$ cat config.mk
export PLATFORM = sky130hd
export DESIGN_NAME = mp3_trigger_sequencer
export DESIGN_NICKNAME = d
export VERILOG_FILES = /design/src/rtl/mp3_trigger_sequencer.sv
export SDC_FILE = /design/constraint.sdc
export NUM_CORES = 1
export LEC_CHECK = 0
export CAP_MARGIN = 20
export CELL_PAD_IN_SITES_DETAIL_PLACEMENT = 0
export CELL_PAD_IN_SITES_GLOBAL_PLACEMENT = 1
export CORE_ASPECT_RATIO = 1.25
export CORE_MARGIN = 2
export CORE_UTILIZATION = 30
export CTS_CLUSTER_DIAMETER = 200
export DETAILED_ROUTE_END_ITERATION = 10
export PLACE_DENSITY_LB_ADDON = 0.1
export SLEW_MARGIN = 20
export SYNTH_ARGS = -nofsm -noshare
export SYNTH_HDL_FRONTEND = slang
export SYNTH_SLANG_ARGS = --single-unit
$ cat constraint.sdc
create_clock -name clock -period 3.5 [get_ports clock]
set_input_delay 0.7 -clock clock [delete_from_list [all_inputs] [get_ports clock]]
set_output_delay 0.7 -clock clock [all_outputs]
set_load 0.02 [all_outputs]
$ cat src/rtl/mp3_trigger_sequencer.sv
// Front end of the MP3 trigger output register: queues play requests, paces
// press/release pulses on a slow tick, and drives the track number it samples.
module mp3_trigger_sequencer #(
    parameter int TICK_DIV    = 1666667,
    parameter int PULSE_TICKS = 3,
    parameter int GAP_TICKS   = 6
) (
    input  logic       clock,
    input  logic       reset_n,
    input  logic       req_valid,
    input  logic [5:0] req_track,
    output logic       req_ready,
    output logic [5:0] number_to_play,
    output logic       enable,
    output logic       busy,
    output logic [7:0] reject_count
);

    localparam int CNT_W  = $clog2(TICK_DIV);
    localparam int TL_MAX = (PULSE_TICKS > GAP_TICKS) ? PULSE_TICKS : GAP_TICKS;
    localparam int TL_W   = $clog2(TL_MAX + 1);

    localparam logic [CNT_W-1:0] TICK_LAST = CNT_W'(TICK_DIV - 1);
    localparam logic [TL_W-1:0]  TL_ONE    = TL_W'(1);
    localparam logic [TL_W-1:0]  TL_PULSE  = TL_W'(PULSE_TICKS);
    localparam logic [TL_W-1:0]  TL_GAP    = TL_W'(GAP_TICKS);

    localparam logic [1:0] S_IDLE  = 2'd0;
    localparam logic [1:0] S_PRESS = 2'd1;
    localparam logic [1:0] S_GAP   = 2'd2;

    logic [CNT_W-1:0] tick_cnt;
    logic [1:0]       state;
    logic [TL_W-1:0]  tick_left;

    logic [4:0] fifo_mem [4];
    logic [1:0] wr_ptr;
    logic [1:0] rd_ptr;
    logic [2:0] fifo_count;
    logic       fifo_empty;

    logic track_legal;
    logic push;
    logic pop;
    logic reject;

    // Tick generator: enable is decoded from the count, so it drops with reset.
    always_ff @(posedge clock or negedge reset_n) begin
        if (!reset_n) begin
            tick_cnt <= '0;
        end else if (tick_cnt == TICK_LAST) begin
            tick_cnt <= '0;
        end else begin
            tick_cnt <= tick_cnt + 1'b1;
        end
    end

    assign enable = (tick_cnt == TICK_LAST);

    // Request handshake: req_valid is a one-cycle strobe, never held. A request
    // is taken only in a cycle where req_ready is high; a legal track is pushed,
    // an illegal one is counted, and anything arriving while full is discarded.
    assign track_legal = (req_track >= 6'd1) && (req_track <= 6'd18);
    assign req_ready   = (fifo_count < 3'd4);
    assign push        = req_valid && req_ready && track_legal;
    assign reject      = req_valid && req_ready && !track_legal;
    assign fifo_empty  = (fifo_count == 3'd0);
    assign pop         = enable && (state == S_IDLE) && !fifo_empty;

    always_ff @(posedge clock) begin
        if (push) begin
            fifo_mem[wr_ptr] <= req_track[4:0];
        end
    end

    always_ff @(posedge clock or negedge reset_n) begin
        if (!reset_n) begin
            wr_ptr     <= '0;
            rd_ptr     <= '0;
            fifo_count <= '0;
        end else begin
            if (push) begin
                wr_ptr <= wr_ptr + 1'b1;
            end
            if (pop) begin
                rd_ptr <= rd_ptr + 1'b1;
            end
            case ({push, pop})
                2'b10:   fifo_count <= fifo_count + 1'b1;
                2'b01:   fifo_count <= fifo_count - 1'b1;
                default: fifo_count <= fifo_count;
            endcase
        end
    end

    always_ff @(posedge clock or negedge reset_n) begin
        if (!reset_n) begin
            reject_count <= '0;
        end else if (reject && (reject_count != 8'hFF)) begin
            reject_count <= reject_count + 1'b1;
        end
    end

    // Pulse sequencer; the IDLE tick after GAP keeps back-to-back tracks apart.
    always_ff @(posedge clock or negedge reset_n) begin
        if (!reset_n) begin
            state          <= S_IDLE;
            tick_left      <= '0;
            number_to_play <= '0;
        end else if (enable) begin
            case (state)
                S_IDLE: begin
                    if (!fifo_empty) begin
                        number_to_play <= {1'b0, fifo_mem[rd_ptr]};
                        tick_left      <= TL_PULSE;
                        state          <= S_PRESS;
                    end
                end
                S_PRESS: begin
                    if (tick_left > TL_ONE) begin
                        tick_left <= tick_left - 1'b1;
                    end else begin
                        number_to_play <= '0;
                        tick_left      <= TL_GAP;
                        state          <= S_GAP;
                    end
                end
                S_GAP: begin
                    if (tick_left > TL_ONE) begin
                        tick_left <= tick_left - 1'b1;
                    end else begin
                        state <= S_IDLE;
                    end
                end
                default: begin
                    state <= S_IDLE;
                end
            endcase
        end
    end

    assign busy = (state != S_IDLE) || !fifo_empty;

endmodule
==> impl_metrics.tcl <==
set metrics [dict create \
    status "finished, final reports clean" \
    fp.dieH_um 120.8 \
    grt_pass1_vias 2159 \
    path_class "register to output port" \
    clkSinkCount 66 \
    cts-buffers-inserted 9 \
    setup_viol 0 \
    leakage_nw 1.641 \
    yosysWarnings 0 \
    rsz0062_at_grt "false" \
    grt_usage_pct 12.16 \
    cts_tree "yes" \
    post-route-min-period_ns 3.135 \
    postCtsResizedCells 0 \
    drv_cap 0 \
    cts_hold_buffers 0 \
    dieWidth_um 97.41 \
    synth_seq_cells 66 \
    hold_violations 0 \
    synth_edf_count 20 \
    total_power_w 0.002180 \
    synth.avg_cell_area_um2 11.94 \
    core_um2 10620 \
    grt.overflow.total 0 \
    dp_cells 426 \
    pin_count 26 \
    grt_max_degree 25 \
    grt_pass1_wl_um 11070 \
    port_buffers 24 \
    fin_area_um2 4021 \
    fin_worst_skew_ns 0.005633 \
    wl_per_cell_um 15.02 \
    synth_flop_cell "dfrtp_1" \
    synth_cell_types 46 \
    vias 2085 \
    finalSetupTns_ns 0 \
    timing.fmax_mhz 318.9 \
    drt-total-wl_um 6638 \
    peakVddDrop_mv 0.2911 \
    grt_antenna_before_repair 0 \
    syn-num-nets 298 \
    drive_above_1_share_pct 13.23 \
    critical_path_arrival_ns 2.44 \
    cts.path.max_buffers 2 \
    h-tree-depth 3 \
    cellPowerDensity_nw_per_um2 542.1 \
    ant_nets 0 \
    tightestPinTransition_ns 0.6331 \
    syn_area_um2 3272 \
    dr.first_iter.drc_count 63 \
    final_util_pct 37.88 \
    drc 0 \
    dieArea_um2 11760 \
    r2r_cells 10 \
    stdcell_count 442 \
    clkTransAtPathRegs_ns 0.06 \
    slew_violations 0 \
    antenna_cells 0 \
    slew_headroom_pct 57.40 \
    syn_inst 274 \
    synthArstFlopShare_pct 69.70 \
    cts_setup_buffers 0 \
    worstSetupStartpointType "register" \
    clk_latency_ns 0.33 \
    endpoint_kind "output port" \
    area_growth_pct 22.91 \
    nNetsFinal 329 \
    gp_routability_congestion 0.6905 \
    hpwl_um 4640 \
    hold_path_class "input port to async pin" \
    start_util_pct 30.82 \
    period_share_pct 89.58 \
    placed_area_um2 3656 \
    yosysSeqAreaShare_pct 53.54 \
    via_per_inst 4.717 \
    cp_max_fo 4 \
    clock-root-buffer "clkbuf_16" \
    critPathRequiredTime_ns 2.80 \
    dr.pass1.iters 4 \
    row_count 42 \
]
## metal layers
layer / vias up / track usage, % / share of wire [%]
li1: 1036 / - / -
met1: 1013 / 15.80 / 47
met2: 27 / 19.57 / 49
met3: 9 / 2.543 / 2.6
met4: 0 / 5.469 / 1.7
met5: - / 0 / 0
## cells by family after synthesis
group,synth area share (%)
fa+ha+maj,5.966
buf+inv,3.288
mux,7.877
compound gates,5.239
xor+xnor,7.495
flops,53.54
other cells,0.1146
simple gates,16.48
## placed cells by master (no fill, tap or decap), types with 5 or more instances in the layout
| master | instances |
|---|---|
| xor2_1 | 11 |
| ha_1 | 14 |
| edfxtp_1 | 20 |
| a21oi_1 | 8 |
| nor2_1 | 25 |
| nand2_1 | 13 |
| xnor2_1 | 17 |
| dfrtp_1 | 46 |
| nand4_1 | 9 |
| inv_1 | 15 |
| mux2_4 | 5 |
| and2b_2 | 5 |
| and3_1 | 11 |
| clkbuf_16 | 9 |
| clkdlybuf4s50_1 | 23 |
| o21ai_0 | 9 |
| nand3_1 | 16 |
## state kept, by name, indices dropped and copies added, names as in the netlist
register	count
tick_cnt	21
rd_ptr	2
tick_left	3
fifo_count	3
wr_ptr	2
fifo_mem	20
state	2
reject_count	8
number_to_play	5
## path summary, 6_finish.rpt
| path | startpoint | end | slack [ns] |
|---|---|---|---|
| setup reg to reg | tick_cnt[8] | fifo_count[2] | 0.72 |
| hold reg to reg | tick_cnt[20] | tick_cnt[20] | 0.49 |
| max in group asynchronous | reset_n | fifo_count[2] | 2.40 |
| hold / removal | reset_n | tick_left[1] | 0.37 |
| setup / recovery | tick_cnt[8] | enable | 0.36 |
| min in group clock | tick_cnt[20] | tick_cnt[20] | 0.49 |
## report_power, final
group | total (W) | switching, W | internal [W]
sequential | 0.000880 | 0.0000409 | 0.000839
combinational | 0.000201 | 0.000109 | 0.0000912
clock | 0.00110 | 0.000332 | 0.000767
total | 0.00218 | 0.000483 | 0.00170
## worst max-delay path: stages, from the launching register on
cell	delay (ns)
dfrtp_1	0.42
nor4b_2	0.32
nand4_1	0.20
nor3_2	0.46
clkdlybuf4s50_1	0.70
## synth_stat cells (2+ instances only)
library cell	count	area [um2]
a21oi_1	8	40.04
nand4b_1	2	17.52
ha_1	14	175.2
nor2_1	25	93.84
nand4_1	9	56.30
nor3_1	3	15.01
dfrtp_1	46	1151
o21ai_0	9	45.04
xor2_1	11	96.34
and3_1	11	68.82
nand3_1	16	80.08
edfxtp_1	20	600.6
mux4_1	4	105.1
nand3b_1	2	15.01
xnor2_1	17	148.9
a31oi_1	3	18.77
mux2_4	5	75.07
nand2_1	13	48.80
inv_1	15	56.30
a211o_1	2	17.52
and2b_2	5	43.79
mux2_2	4	45.04
buf_4	3	22.52
nor4_1	2	12.51
nor2b_1	2	12.51
or3_1	3	18.77
## final cells by class
class / instances / area [um2]
inverters: 15 / 56.30
flip-flops and latches: 66 / 1752
clock inverters: 7 / 140.1
fillers: 1047 / 6594
multi-input cells: 185 / 1418
repair buffers: 28 / 265.3
well taps: 132 / 165.2
clock buffers: 9 / 225.2
## stage by stage
stage	hold WS [ns]	worst slack (ns)
after floorplan	0.4044	1.007
after global placement	0.4740	0.3007
after detailed placement	0.4802	0.2407
after CTS	0.3912	0.3146
after global routing	0.4147	0.2494
final	0.3702	0.3647
No activity file was read; power rests on OpenSTA's default activity.
